<file path="src/rtl/hilo_unit.sv">
// hilo_unit: HI/LO special-register unit.
// Stages EX-stage HI/LO writes through M and W registers before committing
// them to the architectural HI/LO pair, and supplies the read values the
// execute-stage ALUs consume.
//
// Ports:
//   clk, rst_n         clock, asynchronous active-low reset
//   ex_we, ex_hi/lo    EX-stage write request and HI/LO values
//   stall              hold M, inject a bubble into W
//   flush              discard the M-stage entry
//   hi, lo             read values to the ALUs (combinational)
//   arch_hi, arch_lo   committed HI/LO registers
//   hazard             read would be stale, pipeline must stall (combinational)
//
// Configuration macro: HILO_BYPASS_EN
//   defined   : hi/lo forwarded from M > W > arch, hazard tied 0
//   undefined : hi/lo read straight from arch, hazard = m_valid | w_valid
module hilo_unit #(
    localparam int unsigned WORD_BUS = 32
) (
    input  logic                clk,
    input  logic                rst_n,
    input  logic                ex_we,
    input  logic [WORD_BUS-1:0] ex_hi,
    input  logic [WORD_BUS-1:0] ex_lo,
    input  logic                stall,
    input  logic                flush,
    output logic [WORD_BUS-1:0] hi,
    output logic [WORD_BUS-1:0] lo,
    output logic [WORD_BUS-1:0] arch_hi,
    output logic [WORD_BUS-1:0] arch_lo,
    output logic                hazard
);

    logic                m_valid;
    logic [WORD_BUS-1:0] m_hi;
    logic [WORD_BUS-1:0] m_lo;
    logic                w_valid;
    logic [WORD_BUS-1:0] w_hi;
    logic [WORD_BUS-1:0] w_lo;

    // M stage: flush beats stall beats normal capture.
    // On flush only the valid bit is cleared; the stale data is never read.
    always_ff @(posedge clk or negedge rst_n) begin
        if (!rst_n) begin
            m_valid <= 1'b0;
            m_hi    <= '0;
            m_lo    <= '0;
        end else if (flush) begin
            m_valid <= 1'b0;
        end else if (!stall) begin
            m_valid <= ex_we;
            m_hi    <= ex_hi;
            m_lo    <= ex_lo;
        end
    end

    // W stage: a stall (alone or together with flush) leaves M in place or
    // discards it, so W receives a bubble; otherwise W takes M's old contents.
    always_ff @(posedge clk or negedge rst_n) begin
        if (!rst_n) begin
            w_valid <= 1'b0;
            w_hi    <= '0;
            w_lo    <= '0;
        end else begin
            w_valid <= m_valid & ~stall;
            w_hi    <= m_hi;
            w_lo    <= m_lo;
        end
    end

    // Commit: a valid W entry always lands, independent of stall/flush.
    always_ff @(posedge clk or negedge rst_n) begin
        if (!rst_n) begin
            arch_hi <= '0;
            arch_lo <= '0;
        end else if (w_valid) begin
            arch_hi <= w_hi;
            arch_lo <= w_lo;
        end
    end

`ifdef HILO_BYPASS_EN
    // Newest in-flight value wins; never sourced from ex_* to avoid a
    // combinational loop back through the ALU.
    always_comb begin
        hi     = arch_hi;
        lo     = arch_lo;
        hazard = 1'b0;
        if (m_valid) begin
            hi = m_hi;
            lo = m_lo;
        end else if (w_valid) begin
            hi = w_hi;
            lo = w_lo;
        end
    end
`else
    // Readers see only committed state and are held off while a write is
    // in flight.
    always_comb begin
        hi     = arch_hi;
        lo     = arch_lo;
        hazard = m_valid | w_valid;
    end
`endif

endmodule

</file>
<file path="config.mk">
export PLATFORM = sky130hd
export DESIGN_NAME = hilo_unit
export DESIGN_NICKNAME = d
export VERILOG_FILES = /design/src/rtl/hilo_unit.sv
export SDC_FILE = /design/constraint.sdc
export NUM_CORES = 1
export LEC_CHECK = 0
export CAP_MARGIN = 5
export CORE_UTILIZATION = 44
export DETAILED_ROUTE_END_ITERATION = 6
export PLACE_DENSITY = 0.74
export REMOVE_ABC_BUFFERS = 1
export SETUP_SLACK_MARGIN = 0.2
export SLEW_MARGIN = 20
export SYNTH_ARGS = -nofsm -noshare
export SYNTH_HDL_FRONTEND = slang
export SYNTH_SLANG_ARGS = --single-unit
</file>
<file path="constraint.sdc">
create_clock -name clk -period 1.5 [get_ports clk]
set_input_delay 0.3 -clock clk [delete_from_list [all_inputs] [get_ports clk]]
set_output_delay 0.3 -clock clk [all_outputs]
set_load 0.01 [all_outputs]
</file>
Word-level counts from Yosys, hierarchy flattened --
Index checks and enable logic that the tools add are counted. Widths: inputs -> output; s select.
Word-level totals: bits in registers 194, word-level logic and storage cells 16
Cells by class: eq/ne operators 1, multiplexer cells 2, bitwise operators 4, reductions and logical operators 1
Operators by type and width (count):
- $mux 1 | 2
- $ne 2x1->1 const B | 1
- $not 1->1 | 2
- $reduce_and 2->1 | 1
- $and 1x1->1 | 1
- $or 1x1->1 | 1

Longest topological paths before layout --
depth in word-level cells 2, depth in mapped cells 3, mapped depth without buffers 2

Worst setup path after synthesis --
Ideal clock, no wire load.
kind register to output, start reg w_valid, end out hazard, arrival time 985 ps, data required time 1200 ps, setup slack 215 ps, stages on the path, launching flop included 4, buffers on the path 2, path through dfrtp_1 buf_2 buf_4 or2_2
Between the ends: word-level cells in the longest chain between the ends 1
Ends and longest elaborated chain:
- start, declared | line 38 | logic w_valid;
- start signal, assigned | line 66 | w_valid <= m_valid & ~stall;
- $or 1x1->1 | line 104 | hazard = m_valid | w_valid;
- end, declared | line 32 | output logic hazard
Every way passes these cells.

Worst setup path after layout --
start reg m_valid, end out hazard
Between the ends: word-level cells in the longest chain between the ends 1
Ends and longest elaborated chain:
- start, declared | line 35 | logic m_valid;
- start signal, assigned | line 52 | m_valid <= ex_we;
- $or 1x1->1 | line 104
Every way passes these cells.

==> results.json <==
{
  "outcome": "finished, final reports clean",
  "p_sw_frac": 0.267,
  "core_area_sq_mm": 0.0159,
  "grt_antenna_before_repair": 0,
  "synth.avg_cell_area_sq_um": 17.8,
  "overflow": 0,
  "synth_top_cell_by_area": "dfrtp_1",
  "cts_sinks": 194,
  "p_switching_uw": 4170,
  "via_per_inst": 4.48,
  "final_area_sq_mm": 0.00945,
  "ir_worst_vdd_uv": 795,
  "required_ps": 1200,
  "power.share.clock": 0.309,
  "first_global_vias": 3864,
  "muxShareOfSynthArea": 0.233,
  "cp-start-kind": "flop",
  "grt_usage": 0.164,
  "finalMaxSlewViolations": 0,
  "ys_types": 12,
  "fin_worst_skew_ps": 7.35,
  "sequentialPowerShare": 0.446,
  "rsz0062_at_grt": "yes",
  "max_stage_delay_ps": 380,
  "setup_slack_ps": 20.5,
  "cts.clk_slew.worst_paths_ps": 60,
  "dpl-instance-area_sq_mm": 0.00901,
  "routed-via-count": 3709,
  "start_util": 0.451,
  "max_freq_ghz": 0.676,
  "fp.dieH_microns": 130,
  "rows": 46,
  "final_cells": 827,
  "internal_power_uw": 11400,
  "relSlewSlack": 0.746,
  "cp_slowest_cell": "dfrtp_1",
  "syn_to_final_growth_pct": 31.4,
  "synth_xor_area_frac": 0,
  "ys_seq_area_frac": 0.675,
  "drive_gt1_frac": 0.568,
  "antenna_left": 0,
  "worstPathArrival_ps": 1180,
  "cts_tree": "built",
  "tightest_slew_ps": 380,
  "yosysWarnings": 0,
  "synthCells": 404,
  "criticalPathCategory": "reg2out",
  "finalSetupViolations": 0,
  "diodes": 0,
  "cts_buffer_depth": 2,
  "place_congestion": 0.736,
  "setup-tns-final_ps": 0,
  "syn_area_sq_mm": 0.00719,
  "grt_max_degree": 44,
  "hold_violations": 0,
  "io_pins": 198,
  "synth_compound_area_frac": 0,
  "wirelength_microns": 13200,
  "cp-end-kind": "primary output",
  "timing.final.crit_share": 0.986,
  "dpl_worst_slack_ps": -252,
  "synth_top_family_by_area": "multiplexers",
  "maxCapViolations": 0,
  "cts-root-buf": "clkbuf_16",
  "final_core_util": 0.593,
  "synth_area_leaders": "dfrtp_1, mux2_4, mux2_2",
  "drc_errors": 0,
  "p_leak_uw": 0.00450,
  "avgRoutedWirePerCell_microns": 15.9,
  "cts_buffers": 17,
  "holdCritPathClass": "in2reg",
  "layout_commonest_cell": "dfrtp_1",
  "grt_pass1_wl_microns": 20300,
  "ys_ff_latch": 194,
  "dpl.hpwl_microns": 8580,
  "ctsHtreeMaxLevel": 4,
  "first_pass_iters": 4,
  "die_w_microns": 130,
  "synth_fa_ha_area_frac": 0,
  "synth-simple-area-share": 0.00539,
  "fin_crit_ps": 1480,
  "cp_max_fo": 2,
  "final_cell_mix": "dfrtp_1, buf_2, mux2_2, clkdlybuf4s50_1, mux2_4",
  "final_nets": 667,
  "port_buffers": 197,
  "crit_chain": "or2_4 > buf_6",
  "power_density_mw_per_mm2": 1650,
  "drt_iter0_markers": 105,
  "synth_top_area_share": 0.675,
  "dpl.cell_count": 756,
  "clk_latency_ps": 430,
  "dieArea_sq_mm": 0.0169,
  "comb_power_share": 0.245
}
-- power by group through the flow --
stage / Clock, uW / Combinational (uW) / Sequential, uW
finish: 4820 / 3830 / 6960
CTS: 4930 / 3620 / 6950
floorplan: 0 / 945 / 7520
global placement: 0 / 4230 / 7020
detailed placement: 0 / 4300 / 7100
global route: 5150 / 4130 / 7100
-- cell usage after synthesis, drive strengths merged --
cell and instances:
mux2 128, mux2i 1, and2b 1, or2 1, dfrtp 194, nor2 2
buf 77
-- layer usage --
| layer | up-vias | part of all wire | track usage |
|---|---|---|---|
| met5 | - | 0 | 0 |
| met4 | 0 | 0.015 | 0.0677 |
| met3 | 15 | 0.051 | 0.0422 |
| met2 | 122 | 0.51 | 0.279 |
| met1 | 1891 | 0.43 | 0.200 |
| li1 | 1681 | - | - |
-- worst paths after layout --
path / start / end / slack (ps) / cells past startpoint
setup reg to reg: w_valid / arch_lo[13] / 250 / 3
hold reg to reg: m_hi[27] / w_hi[27] / 370 / 0
setup / recovery: m_valid / hazard / 20 / 2
min in group asynchronous: rst_n / arch_hi[9] / 390 / 2
hold / removal: flush / m_valid / 200 / 2
max in group asynchronous: rst_n / arch_hi[0] / 530 / 3
-- layout make-up --
type,count,area (sq um)
multi-input combinational,133,1720
clock buffer,19,443
clock inverter,13,195
sequential,194,4860
fill,1250,6490
tap,216,270
timing repair buffer,252,1970
-- logic make-up (layout without fill, tap and decap cells) --
family	Yosys count	in the layout
flip-flops	194	194
AND/OR/NAND/NOR	4	4
buffers and inverters	77	284
multiplexers	129	129
-- sequential cells by signal, indices dropped and copies added, names as in the netlist --
name	count
arch_lo	32
w_lo	32
w_hi	32
m_valid	1
arch_hi	32
w_valid	1
m_lo	32
m_hi	32
-- critical path: cells and delay by family (launching register included) --
family | cells | cell delay (ps)
and+or+nand+nor | 1 | 250
DFF | 1 | 380
buffers and inverters | 1 | 120
-- timing repair --
item,4_1_cts,5_1_grt
hold buffers,1,0
gates resized for setup,523,19
cloned,1,0
setup endpoints to repair,157,121
pin swaps,0,1
setup buffers,26,11
hold endpoints to repair,35,0
-- stage by stage --
| step | hold slack [ps] | total power [uW] |
|---|---|---|
| 3_5_place_dp | 264 | 11400 |
| 5_1_grt | 205 | 16400 |
| 2_1_floorplan | 4.41 | 8470 |
| 6_report | 205 | 15600 |
| 3_3_place_gp | 261 | 11300 |
| 4_1_cts | 371 | 15500 |
Power figures use the tool's default switching activity.
==> variant 1, RTL diff (same settings) <==
Set the localparam `WORD_BUS` to 48 (it was 32).
--- a/src/rtl/hilo_unit.sv
+++ b/src/rtl/hilo_unit.sv
@@ -16,7 +16,7 @@
 //   defined   : hi/lo forwarded from M > W > arch, hazard tied 0
 //   undefined : hi/lo read straight from arch, hazard = m_valid | w_valid
 module hilo_unit #(
-    localparam int unsigned WORD_BUS = 32
+    localparam int unsigned WORD_BUS = 48
 ) (
     input  logic                clk,
     input  logic                rst_n,
Ports: changed (6 resized); port bits go from 198 to 294. The function was not compared with the original's and may differ.
==> variant 1 against the original RTL <==
- the flow now finishes with violations (setup timing)
- setup slack lost 170 ps
- synthesized area increased by 46%
- synthesized cell count rose by 50%
- final cell count rose by 48%
- die area increased by 45%
- register-to-register slack got worse by 280 ps
- sequential cell count rose by 96
- sequential power increased by 51%
- maximum frequency shrank 10%
- power up 48%
- non-clock buffer count up 110
- routed wire length grew 56%
- final area rose by 47%
- highest routed layer is now met5
==> variant 1: results (changes against the original RTL) <==
<table>
<tr><th>Metric</th><th>Value</th></tr>
<tr><th colspan="2">Timing</th></tr>
<tr><td>Crit path setup slack, layout</td><td>-148 ps (-169 ps)</td></tr>
<tr><td>Tightest Pin Transition</td><td>338 ps (-42.3 ps)</td></tr>
<tr><td>Final clock skew</td><td>6.69 ps (-0.659 ps)</td></tr>
<tr><td>Endpoints failing setup</td><td>11 (+11)</td></tr>
<tr><th colspan="2">Placed design</th></tr>
<tr><td>Placement Cell Area</td><td>13200 um2 (+47%)</td></tr>
<tr><td>I/O Buffers</td><td>293 (+49%)</td></tr>
<tr><td>Detailed placer's ending HPWL</td><td>12.8 mm (+49%)</td></tr>
<tr><td>Routability-driven placement congestion ratio</td><td>0.727 (-1.3%)</td></tr>
<tr><th colspan="2">Drt</th></tr>
<tr><td>Routed via count divided by cell count</td><td>4.64 (+3.4%)</td></tr>
<tr><td>Number of DRC violations after detailed-routing iteration 0</td><td>136 (+30%)</td></tr>
<tr><th colspan="2">Global routing</th></tr>
<tr><td>First-pass GRT wire length</td><td>32.5 mm (+60%)</td></tr>
<tr><td>Initial antenna violation count</td><td>1 (+1)</td></tr>
<tr><td>Pin count of the biggest net entering global routing</td><td>43 (-2.3%)</td></tr>
<tr><td>Global router's overall resource usage</td><td>17.1% (+0.68 points)</td></tr>
<tr><th colspan="2">Clock tree</th></tr>
<tr><td>Deepest level of the CTS H-tree</td><td>1 (-3)</td></tr>
<tr><td>Number of buffers created by CTS</td><td>30 (+13)</td></tr>
<tr><td>Clock insertion delay at the later pin of the skew report</td><td>530 ps (+100 ps)</td></tr>
<tr><th colspan="2">Status</th></tr>
<tr><td>Outcome</td><td>finished, violations left</td></tr>
<tr><td>Violated checks</td><td>setup timing</td></tr>
<tr><th colspan="2">Critical path</th></tr>
<tr><td>Crit-path slowest cell</td><td>sky130_fd_sc_hd__dfrtp_4</td></tr>
<tr><td>Max stage delay on crit path</td><td>470 ps (+90 ps)</td></tr>
<tr><td>Critical path startpoint</td><td>w_valid$_DFF_PN0_</td></tr>
<tr><th colspan="2">Hold path</th></tr>
<tr><td>Min-delay worst type</td><td>in2async</td></tr>
<tr><th colspan="2">Power and ir drop</th></tr>
<tr><td>Maximum vdd ir drop</td><td>856 uV (+7.6%)</td></tr>
<tr><th colspan="2">Cells and area</th></tr>
<tr><td>Final cell count without fillers</td><td>1223 (+48%)</td></tr>
</table>
variant 1: through the flow:
step                TNS, ps  util [%]  setup WS [ps]
floorplan           -228480         -          -1410
global placement     -24500      56.3           -290
detailed placement   -25610      56.3           -320
CTS                    -319      58.1           -181
global route           -967      59.3           -189
finish                 -265      59.3           -148
variant 1: per-layer routing:
metal  up-vias  global-route usage [%]  routed length (um)
met5         -                       0                  13
met2       189                    29.5               10500
met4         2                    4.53                 387
met3        36                    3.52                1250
li1       2495                       -                   -
met1      2949                    21.9                8420
variant 1: path summary, 6_finish.rpt:
kind,slack (ps),end,depth (start not counted)
setup / recovery,-150,hazard,2
setup reg to reg,-30,arch_hi[25]$_DFFE_PN0P_,3
hold / removal,270,m_lo[5]$_DFFE_PN0P_,2
hold reg to reg,360,w_lo[25]$_DFF_PN0_,0
max in group asynchronous,630,w_hi[8]$_DFF_PN0_,3
min in group clk,360,w_lo[25]$_DFF_PN0_,0
variant 1: kinds of logic after synthesis:
kind of cell | share of synthesized area (%)
mux | 22.1
buf+inv | 8.54
flops | 69.1
simple gates | 0.262
variant 1: repair_timing:
action                                  4_1_cts  5_1_grt
endpoints found under the setup margin      252      289
setup buffers                                30       16
resized for setup                           792       21
cloned                                        3        1
hold buffers                                  1        0
hold endpoints to repair                    174        0
pin swaps                                     0        0
variant 1: report_power, final:
part           internal [mW]  leakage [nW]  switching [mW]
clock                   4.29         0.479            2.88
combinational           3.25          2.57            2.30
sequential              9.45          3.43            1.00
variant 1: cell type report:
type                       instances  area, um2
clock buffer                      45        898
clock inverter                    10       86.3
fill                            1846       9560
multi-input combinational        197       2350
sequential                       290       7260
tap                              319        399
timing repair buffer             362       2910
==> variant 2, RTL diff (config.mk and constraints unchanged) <==
Without the edit above. Make the reset (`rst_n`) synchronous in 3 clocked blocks. Comments in the files are not updated.
--- a/src/rtl/hilo_unit.sv
+++ b/src/rtl/hilo_unit.sv
@@ -41,7 +41,7 @@
 
     // M stage: flush beats stall beats normal capture.
     // On flush only the valid bit is cleared; the stale data is never read.
-    always_ff @(posedge clk or negedge rst_n) begin
+    always_ff @(posedge clk) begin
         if (!rst_n) begin
             m_valid <= 1'b0;
             m_hi    <= '0;
@@ -57,7 +57,7 @@
 
     // W stage: a stall (alone or together with flush) leaves M in place or
     // discards it, so W receives a bubble; otherwise W takes M's old contents.
-    always_ff @(posedge clk or negedge rst_n) begin
+    always_ff @(posedge clk) begin
         if (!rst_n) begin
             w_valid <= 1'b0;
             w_hi    <= '0;
@@ -70,7 +70,7 @@
     end
 
     // Commit: a valid W entry always lands, independent of stall/flush.
-    always_ff @(posedge clk or negedge rst_n) begin
+    always_ff @(posedge clk) begin
         if (!rst_n) begin
             arch_hi <= '0;
             arch_lo <= '0;
Check against the original RTL: differs if rst_n is asserted again (counterexample within 4 cycles, from zero or initial values and one cycle with rst_n low); with rst_n held inactive, the same outputs for 4 cycles.
==> variant 2 against the original RTL <==
- maximum frequency is 5.9% higher
- final cell count grew 27%
- global-route usage is 0.64 points higher
- synthesized area is 0.52% higher
- setup slack gained 83 ps
- sequential cell count is the same
- register-to-register slack better by 30 ps
- final area is 5.4% lower
- routed wire length grew 11%
- clock skew down 0.94 ps
Power is not compared: it rests on default switching activity, and its combinational part moved more than twofold at a synthesized area within 25%.
==> variant 2: results (changes against the original RTL) <==
<table>
<tr><th>Metric</th><th>Value</th></tr>
<tr><th colspan="2">Cells and area</th></tr>
<tr><td>Number of nets at the end of the flow</td><td>890 (+33%)</td></tr>
<tr><td>Share of cells above drive strength 1</td><td>30.5% (-26 points)</td></tr>
<tr><td>Final cell count without fillers</td><td>1050 (+27%)</td></tr>
<tr><td>Fill cells</td><td>1456 (+16%)</td></tr>
<tr><th colspan="2">Timing</th></tr>
<tr><td>Headroom to the max-slew limit</td><td>71.8% (-2.9 points)</td></tr>
<tr><td>Final clock skew</td><td>6.41 ps (-0.935 ps)</td></tr>
<tr><th colspan="2">Drt</th></tr>
<tr><td>Via count</td><td>4975 (+34%)</td></tr>
<tr><td>Met1 Routed Length</td><td>6.64 mm (+19%)</td></tr>
<tr><td>Number of DRC violations after detailed-routing iteration 0</td><td>200 (+90%)</td></tr>
<tr><td>WL final</td><td>14.6 mm (+11%)</td></tr>
<tr><td>Total met2 wirelength after detailed routing</td><td>7.03 mm (+5.1%)</td></tr>
<tr><th colspan="2">Hold path</th></tr>
<tr><td>Worst hold stages</td><td>3 (+1)</td></tr>
<tr><th colspan="2">Yosys</th></tr>
<tr><td>Leading post-synthesis cells by instance count</td><td>sky130_fd_sc_hd__dfxtp_1 (194), sky130_fd_sc_hd__buf_4 (71), sky130_fd_sc_hd__mux2i_1 (65)</td></tr>
<tr><td>Post-synth cell types</td><td>17 (+5)</td></tr>
<tr><td>Syn Inst Count</td><td>704 (+74%)</td></tr>
<tr><td>Main area contributors after synthesis</td><td>sky130_fd_sc_hd__dfxtp_1 (54%), sky130_fd_sc_hd__mux2i_1 (9.0%), sky130_fd_sc_hd__buf_4 (7.4%), sky130_fd_sc_hd__o211ai_1 (6.6%), sky130_fd_sc_hd__and2_1 (5.5%)</td></tr>
<tr><td>Async set-reset flop share out of synthesis</td><td>0% (-100 points)</td></tr>
<tr><th colspan="2">Global routing</th></tr>
<tr><td>Global router's overall resource usage</td><td>17.1% (+0.64 points)</td></tr>
<tr><td>Met2 Resource Use GR</td><td>29.4% (+1.5 points)</td></tr>
<tr><td>Pin count of the biggest net entering global routing</td><td>65 (+48%)</td></tr>
<tr><th colspan="2">Placed design</th></tr>
<tr><td>Routability-driven placement congestion ratio</td><td>0.756 (+2.7%)</td></tr>
<tr><td>Placed Cells incl. Taps</td><td>1008 (+33%)</td></tr>
<tr><td>Detailed placer's ending HPWL</td><td>9.24 mm (+7.7%)</td></tr>
<tr><th colspan="2">Critical path</th></tr>
<tr><td>Max stage delay on crit path</td><td>320 ps (-60 ps)</td></tr>
<tr><td>Path depth of the worst reg2reg path</td><td>4 (+1)</td></tr>
<tr><td>Crit-path slowest cell</td><td>sky130_fd_sc_hd__dfxtp_2</td></tr>
<tr><th colspan="2">Status</th></tr>
<tr><td>Outcome</td><td>finished clean</td></tr>
</table>
[variant 2: worst max-delay path, delay by kind of cell (launching register included)]
family | cells | cell delay (ps)
and+or+nand+nor | 1 | 240
buffers and inverters | 1 | 120
DFF | 1 | 320
[variant 2: timing repair]
action / CTS / global route
setup buffers: 6 / 3
pin swaps: 1 / 0
setup endpoints to repair: 129 / 115
hold endpoints to repair: 0 / 0
gates resized for setup: 532 / 51
cloned: 0 / 1
[variant 2: logic make-up (layout without fill, tap and decap cells)]
kind of cell,Yosys count,after routing,synth area share (%)
and+or+nand+nor,196,196,14.8
DFF,194,194,53.7
AOI/OAI and AO/OA,128,128,11.1
buffers and inverters,121,251,11.4
muxes,65,65,9.00
[variant 2: final timing paths]
kind	slack [ps]	startpoint	to
max	100	m_valid$_SDFFE_PP0N_	hazard
min	270	rst_n	m_lo[8]$_SDFFE_PN0P_
max reg2reg	280	w_valid$_SDFF_PN0_	arch_lo[23]$_SDFFE_PN0P_
min reg2reg	450	m_hi[26]$_SDFFE_PN0P_	w_hi[26]$_SDFF_PN0_
[variant 2: power groups by stage]
stage	clock network [mW]	logic (mW)	registers, mW
6_report	4.60	0.600	5.33
5_1_grt	4.93	0.657	5.34
4_1_cts	4.70	0.601	5.33
3_5_place_dp	0	0.599	5.45
3_3_place_gp	0	0.587	5.44
2_1_floorplan	0	0.183	5.45
[variant 2: layout make-up]
class,instances,share of cell area [%]
clock buffers,17,4.76
clock inverters,15,1.99
multi-input cells,389,28.2
flip-flops and latches,194,44.4
well taps,216,3.02
repair buffers,219,17.6
